==> config.mk <==
export PLATFORM = sky130hd
export DESIGN_NAME = reg_scoreboard
export DESIGN_NICKNAME = d
export VERILOG_FILES = /design/src/rtl/reg_scoreboard_pkg.sv /design/src/rtl/reg_scoreboard.sv
export SDC_FILE = /design/constraint.sdc
export NUM_CORES = 1
export LEC_CHECK = 0
export BUFFER_PORTS_ARGS = -buffer_cell sky130_fd_sc_hd__buf_4
export CAP_MARGIN = 30
export CORE_ASPECT_RATIO = 0.7
export CORE_MARGIN = 5
export CORE_UTILIZATION = 30
export DETAILED_ROUTE_END_ITERATION = 10
export PLACE_DENSITY = 0.47
export SLEW_MARGIN = 15
export SYNTH_ARGS = -nofsm -noshare
export SYNTH_HDL_FRONTEND = slang
export SYNTH_SLANG_ARGS = --single-unit
==> constraint.sdc <==
create_clock -name clk -period 3.5 [get_ports clk]
set_input_delay 0.175 -clock clk [delete_from_list [all_inputs] [get_ports clk]]
set_output_delay 0.175 -clock clk [all_outputs]
set_load 0.02 [all_outputs]
==> src/rtl/reg_scoreboard_pkg.sv <==
// Shared CPU register-file constants used by the scoreboard.
package reg_scoreboard_pkg;

    localparam int unsigned REG_IDX_W = 5;
    localparam int unsigned NUM_REGS  = 32;

    typedef logic [REG_IDX_W-1:0] reg_idx_t;

    localparam reg_idx_t REG_ZERO = 5'd0;

endpackage

==> src/rtl/reg_scoreboard.sv <==
// Register scoreboard: per-register in-flight write counters gating decode issue.
// Optional SB_PERF_EN adds a saturating stall-cycle counter output.
module reg_scoreboard
    import reg_scoreboard_pkg::*;
#(
    parameter int unsigned CNT_W = 2
) (
    input  logic                 clk,
    input  logic                 rst,
    input  logic                 issue_valid,
    input  logic                 issue_we,
    input  logic [REG_IDX_W-1:0] issue_rd,
    input  logic [REG_IDX_W-1:0] issue_rs1,
    input  logic [REG_IDX_W-1:0] issue_rs2,
    input  logic                 wb_valid,
    input  logic [REG_IDX_W-1:0] wb_rd,
    input  logic                 flush,
    output logic                 stall,
    output logic [NUM_REGS-1:0]  busy_mask,
`ifdef SB_PERF_EN
    output logic [31:0]          stall_cycles,
`endif
    output logic                 err_underflow
);

    localparam logic [CNT_W-1:0] CNT_MAX = '1;

    logic [CNT_W-1:0] cnt [NUM_REGS];

    logic src_busy;
    logic dst_sat;
    logic accept;
    logic inc;
    logic dec;
    logic underflow_hit;

    // Hazard detection sees only registered counters; writeback lands after the edge.
    always_comb begin
        src_busy = ((issue_rs1 != REG_ZERO) && (cnt[issue_rs1] != '0)) ||
                   ((issue_rs2 != REG_ZERO) && (cnt[issue_rs2] != '0));
        dst_sat  = issue_we && (issue_rd != REG_ZERO) && (cnt[issue_rd] == CNT_MAX);
        stall    = issue_valid && !flush && (src_busy || dst_sat);
        accept   = issue_valid && !stall && !flush;
        inc      = accept && issue_we && (issue_rd != REG_ZERO);
        dec      = !flush && wb_valid && (wb_rd != REG_ZERO) && (cnt[wb_rd] != '0);
        underflow_hit = !flush && wb_valid && (wb_rd != REG_ZERO) && (cnt[wb_rd] == '0);
    end

    // Counter update; simultaneous inc and dec on one register cancel out.
    always_ff @(posedge clk or posedge rst) begin
        if (rst) begin
            for (int i = 0; i < NUM_REGS; i++) begin
                cnt[i] <= '0;
            end
        end else begin
            for (int i = 0; i < NUM_REGS; i++) begin
                if ((i == 0) || flush) begin
                    cnt[i] <= '0;
                end else if (inc && (issue_rd == reg_idx_t'(i)) &&
                             !(dec && (wb_rd == reg_idx_t'(i)))) begin
                    cnt[i] <= cnt[i] + CNT_W'(1);
                end else if (dec && (wb_rd == reg_idx_t'(i)) &&
                             !(inc && (issue_rd == reg_idx_t'(i)))) begin
                    cnt[i] <= cnt[i] - CNT_W'(1);
                end
            end
        end
    end

    always_comb begin
        busy_mask = '0;
        for (int i = 1; i < NUM_REGS; i++) begin
            busy_mask[i] = (cnt[i] != '0);
        end
    end

    always_ff @(posedge clk or posedge rst) begin
        if (rst) begin
            err_underflow <= 1'b0;
        end else if (underflow_hit) begin
            err_underflow <= 1'b1;
        end
    end

`ifdef SB_PERF_EN
    always_ff @(posedge clk or posedge rst) begin
        if (rst) begin
            stall_cycles <= '0;
        end else if (flush) begin
            stall_cycles <= '0;
        end else if (stall && (stall_cycles != 32'hFFFF_FFFF)) begin
            stall_cycles <= stall_cycles + 32'd1;
        end
    end
`endif

endmodule

### Yosys cells after proc, flatten, opt, wreduce, memory -nomap -nowiden

Cells that the tools add are included.

| cells by class | value |
|---|---|
| $add $sub $neg | 62 |
| order comparisons | 4 |
| eq/ne operators | 63 |
| mux-type cells | 105 |
| bitwise logic cells | 4 |
| reduce and logical (&&, ||, !) cells | 274 |

Operators by type and width:

| kind | count |
|---|---|
| $mux 2 | 101 |
| $eq 5x5->1 const B | 32 |
| $logic_and 1x1->1 | 138 |
| $reduce_bool 3->1 | 31 |
| $eq 5x4->1 const B | 16 |
| $reduce_bool 2->1 | 34 |
| $logic_not 1->1 | 64 |
| $add 2x1->2 const B | 31 |
| $sub 2x1->2 const B | 31 |
| $bmux 2 s5 | 4 |
| $eq 5x3->1 const B | 8 |
| $ge 6x6->1 const B | 4 |
| $not 5->6 | 4 |
| $eq 5x2->1 const B | 4 |
| $reduce_bool 5->1 | 4 |
| $eq 5x1->1 const B | 2 |
| $eq 2x2->1 const B | 1 |
| $logic_not 2->1 | 1 |
| $logic_or 1x1->1 | 2 |

| word-level totals | value |
|---|---|
| register bits | 63 |
| bits of input ports | 26 |
| output and inout port bits | 34 |
| logic and storage cells | 544 |

### Logic depth before layout (Yosys ltp)

| logic depth | value |
|---|---|
| depth after elaboration | 20 |
| gate-level depth with buffers | 12 |

### Worst setup path before layout

Ideal clock, no wire load.

| timing | value |
|---|---|
| path type | register to register |
| start point | register cnt[44] (netlist bit) |
| end point | register cnt[41] (netlist bit) |
| arrival time | 2.309 ns |
| data required time | 3.379 ns |
| slack | 1.070 ns |
| cell stages (with the launch flop) | 9 |
| buffers on the path | 1 |
| period minus slack after synthesis | 2.430 ns |
| path through | dfrtp_1 > nor2_1 > mux4_2 > o211a_1 > a31oi_1 > buf_2 > nand3_1 > a32o_1 > a22o_1 |

| on the way | value |
|---|---|
| cells in the longest elaborated chain, start to end | 17 |

RTL lines:

| item | RTL line | text |
|---|---|---|
| start: declaration | reg_scoreboard.sv:28 | `logic [CNT_W-1:0] cnt [NUM_REGS];` |
| start signal: indexed assignment | reg_scoreboard.sv:61 | `cnt[i] <= cnt[i] + CNT_W'(1);` |
| start signal: indexed assignment | reg_scoreboard.sv:64 | `cnt[i] <= cnt[i] - CNT_W'(1);` |
| $bmux 2 s5 (on tied branches) | reg_scoreboard.sv:39, reg_scoreboard.sv:40 |  |
| $mux 2 (on tied branches) (2 in a row) | reg_scoreboard.sv:39, reg_scoreboard.sv:40 |  |
| $reduce_bool 2->1 (on tied branches) | reg_scoreboard.sv:39, reg_scoreboard.sv:40 |  |
| $logic_and 1x1->1 (on tied branches) | reg_scoreboard.sv:39, reg_scoreboard.sv:40 |  |
| $logic_or 1x1->1 | reg_scoreboard.sv:39 | `src_busy = ((issue_rs1 != REG_ZERO) && (cnt[issue_rs1] != '0)) \|\|` |
| $logic_or 1x1->1 | reg_scoreboard.sv:42 | `stall = issue_valid && !flush && (src_busy \|\| dst_sat);` |
| $logic_and 1x1->1 | reg_scoreboard.sv:42 |  |
| $logic_not 1->1 | reg_scoreboard.sv:43 | `accept = issue_valid && !stall && !flush;` |
| $logic_and 1x1->1 (2 in a row) | reg_scoreboard.sv:43 |  |
| $logic_and 1x1->1 (2 in a row) | reg_scoreboard.sv:44 | `inc = accept && issue_we && (issue_rd != REG_ZERO);` |
| $logic_and 1x1->1 | reg_scoreboard.sv:59, reg_scoreboard.sv:63 |  |
| $logic_and 1x1->1 / $logic_not 1->1 (equally long branches) | reg_scoreboard.sv:59, reg_scoreboard.sv:63 |  |
| $mux 2 / $logic_and 1x1->1 (equally long branches) | reg_scoreboard.sv:59, reg_scoreboard.sv:62 |  |
| $mux 2 / $reduce_bool 3->1 (equally long branches) | - |  |

Parallel ways exist; a longest one is shown, timed or not. The select of a mux whose other input is x is not followed.
A chain may end at the register's enable or synchronous reset.

### Worst setup path in the final report

| timing | value |
|---|---|
| start point | register cnt[42] (netlist bit) |
| end point | output stall |

| on the way | value |
|---|---|
| cells in the longest elaborated chain, start to end | 8 |

RTL lines:

| item | RTL line | text |
|---|---|---|
| $bmux 2 s5 (on tied branches) | reg_scoreboard.sv:39, reg_scoreboard.sv:40 |  |
| $mux 2 (on tied branches) (2 in a row) | reg_scoreboard.sv:39, reg_scoreboard.sv:40 |  |
| $reduce_bool 2->1 (on tied branches) | reg_scoreboard.sv:39, reg_scoreboard.sv:40 |  |
| $logic_and 1x1->1 (on tied branches) | reg_scoreboard.sv:39, reg_scoreboard.sv:40 |  |
| $logic_or 1x1->1 | reg_scoreboard.sv:39 |  |
| $logic_or 1x1->1 * | reg_scoreboard.sv:42 |  |
| $logic_and 1x1->1 * | reg_scoreboard.sv:42 |  |
| end: declaration | reg_scoreboard.sv:18 | `output logic stall,` |

Every way passes the cells marked *; elsewhere a longest branch is shown, timed or not. The select of a mux whose other input is x is not followed.

==> run_results.csv <==
group,metric,value,unit
outcome,run_status,"finished with violations",
critical_path,path_buf_inv,1,
synth,syn_nets,748,
synth,ys_seq_area_share,27.5,%
synth,synth.distinct_cells,71,
synth,syn-cell-area,0.00574,mm²
worst_hold_path,min_path_type,"in -> async",
routing,wirelength,24000,µm
routing,drt_iter0_drc,722,
critical_path,slowest_delay,0.43,ns
clocking,cts.sinks,63,
synth,synth_top_area_share,27.5,%
critical_path,path_delay_family,"simple AND/OR/NAND/NOR gates",
routing,wire_per_inst,23.6,µm
critical_path,worstRegToRegCells,8,
timing,finalClockSkew,0.00981,ns
cells_and_area,diodes,0,
synth,synth-edff-count,0,
timing,clock.fmax,307,MHz
floorplan,initial_core_util,30.4,%
critical_path,arrival,3.08,ns
routing,vias_per_cell,6.07,
timing,min_period,3.26,ns
global_routing,antenna_found_initial,0,
synth,yosysTopAreaCell,"dfrtp_1",
timing,fin_hold_ws,-0.0295,ns
critical_path,rrSetupSlack,0.32,ns
critical_path,crit_path_end_kind,"output pin",
synth,yosysMostFrequentCell,"nor2_1",
floorplan,die_width,175,µm
cells_and_area,drive_above_1_share,18.1,%
placed_design,place_inst,1005,
timing,finalHoldViolations,28,
routing,vias,6190,
floorplan,io_pins,60,
timing,maxSlewViolCount,0,
critical_path,cp-start-kind,"flip-flop",
global_routing,grt-ovfl-total,0,
cells_and_area,fin_nets,800,
routing,drc,0,
timing,worst_slew_pin_slew,0.916,ns
critical_path,cpMaxStageDelayCell,"dfrtp_1",
synth,yosys_warnings,0,
synth,synth_common_cells,"nor2_1, dfrtp_1, a21oi_1",
timing,tns,0,ns
clocking,cts_tree,"done",
floorplan,die_h,126,µm
synth,synth_area_leaders,"dfrtp_1, mux4_2, xnor2_1, nor2_1, a21oi_1",
synth,ys.flop_type,"dfrtp_1",
job,max-cap-violations,0,
floorplan,core,0.0189,mm²
floorplan,dieArea,0.0220,mm²
power_and_ir_drop,vdd_drop_max,196,µV
outcome,violations,"negative hold slack",
clocking,cts_inserted_buffers,9,
critical_path,path_cells,"nor2_1 -> mux4_2 -> nor2_1 -> o311ai_1 -> nand4b_4 -> nor3_4 -> nor2_1 -> buf_4",
critical_path,cp-startpoint,"cnt[42]",
floorplan,rows,42,
clocking,clock-root-buffer,"clkbuf_16",
clocking,postCtsSetupRepairBufs,0,
critical_path,required,3.32,ns
critical_path,cpMostUsedCell,"nor2_1",
clocking,insertion_delay,0.34,ns
power_and_ir_drop,cellPowerDensity,289,mW/mm²
placed_design,place_congestion,0.945,
critical_path,r2r_start,"cnt[42]",
clocking,clkTransAtPathRegs,0.06,ns
critical_path,crit_type,"reg -> out",
routing,drtPass1Iterations,5,
critical_path,reg2reg_to,"cnt[1]",
clocking,htreeDepth,3,
synth,synth_area_per_cell,7.95,µm²
routing,final_antenna_net_count,0,
global_routing,grt_max_degree,38,
synth,synthArstFlopShare,100,%
clocking,cts_resized,0,
placed_design,io_buffers,58,
timing,layout_worst_path_cycle_share,93.1,%
placed_design,hpwl,17800,µm
timing,finalSetupViolCount,0,
global_routing,groute.usage.overall,21.4,%
clocking,postCtsHoldBufs,0,
global_routing,grt_pass1_wl,36200,µm
power_and_ir_drop,p_leak,2.79,nW
clocking,cts.path.max_buffers,2,
timing,rsz0062_at_grt,"no",
critical_path,worstPathMaxFanout,13,
synth,syn_inst,722,
synth,ys_seq_elements,63,
global_routing,grt_pass1_vias,5664,
cells_and_area,area_growth,17.4,%
timing,slew_headroom,38.7,%
cells_and_area,fin_cells,1019,
through the flow:
stage	utilization, %	total power, W	instance area [µm²]	worst slack [ns]
after detailed placement	34.3	0.00111	6470	0.422
after CTS	35.7	0.00196	6740	0.270
after global placement	34.3	0.00111	6470	0.418
after global routing	35.7	0.00202	6740	0.0785
final	35.7	0.00195	6740	0.241
after floorplan	-	0.000982	5740	1.07
cell usage in the layout, fill, tap and decap left out, drive strengths merged, types with 10 or more instances in the layout:
cell / count
buf: 91
nor2: 72
dfrtp: 63
a21oi: 49
inv: 47
nand3: 43
nand2: 41
nor3: 36
o21ai: 34
xnor2: 32
and3: 25
nor2b: 21
nand4: 17
mux4: 15
a31oi: 14
nand2b: 13
o211ai: 13
clkbuf: 13
and2: 12
nand3b: 10
metal layers:
layer	global-route usage, %	vias to the layer above	share of wire, %
met5	0	-	0
met4	4.62	0	1.3
met3	5.06	24	11
met2	28.6	370	39
met1	34.1	3042	49
li1	-	2754	-
logic make-up after synthesis:
kind of cell | count (synthesis) | share of synthesized area (%)
simple gates | 326 | 31.7
compound gates | 180 | 21.2
buf+inv | 97 | 7.56
flops | 63 | 27.5
xor+xnor | 39 | 5.95
mux | 16 | 6.06
other cells | 1 | 0.0653
sequential cells by signal, summed over array words and instances (netlist names):
| register | cells |
|---|---|
| cnt | 62 |
| err_underflow | 1 |
power by group:
part | leakage (nW) | total (W) | internal (W) | switching, W
Combinational | 1.78 | 0.000368 | 0.000106 | 0.000262
Clock | 0.132 | 0.000842 | 0.000509 | 0.000333
Sequential | 0.875 | 0.000736 | 0.000732 | 0.00000413
cell type report:
| cell class | count | area [µm²] |
|---|---|---|
| clock buffer | 13 | 260 |
| clock inverter | 1 | 5.00 |
| fill | 1987 | 12100 |
| inverter | 47 | 176 |
| multi-input combinational | 562 | 3740 |
| sequential | 63 | 1580 |
| tap | 242 | 303 |
| timing repair buffer | 91 | 683 |
worst max-delay path by stage:
stage / end / depth (start not counted)
after detailed placement: cnt[1] / 8
after global placement: cnt[25] / 8
final: stall / 8
after floorplan: cnt[41] / 8
after global routing: cnt[1] / 9
after CTS: stall / 8
No activity file was read; power rests on OpenSTA's default activity.
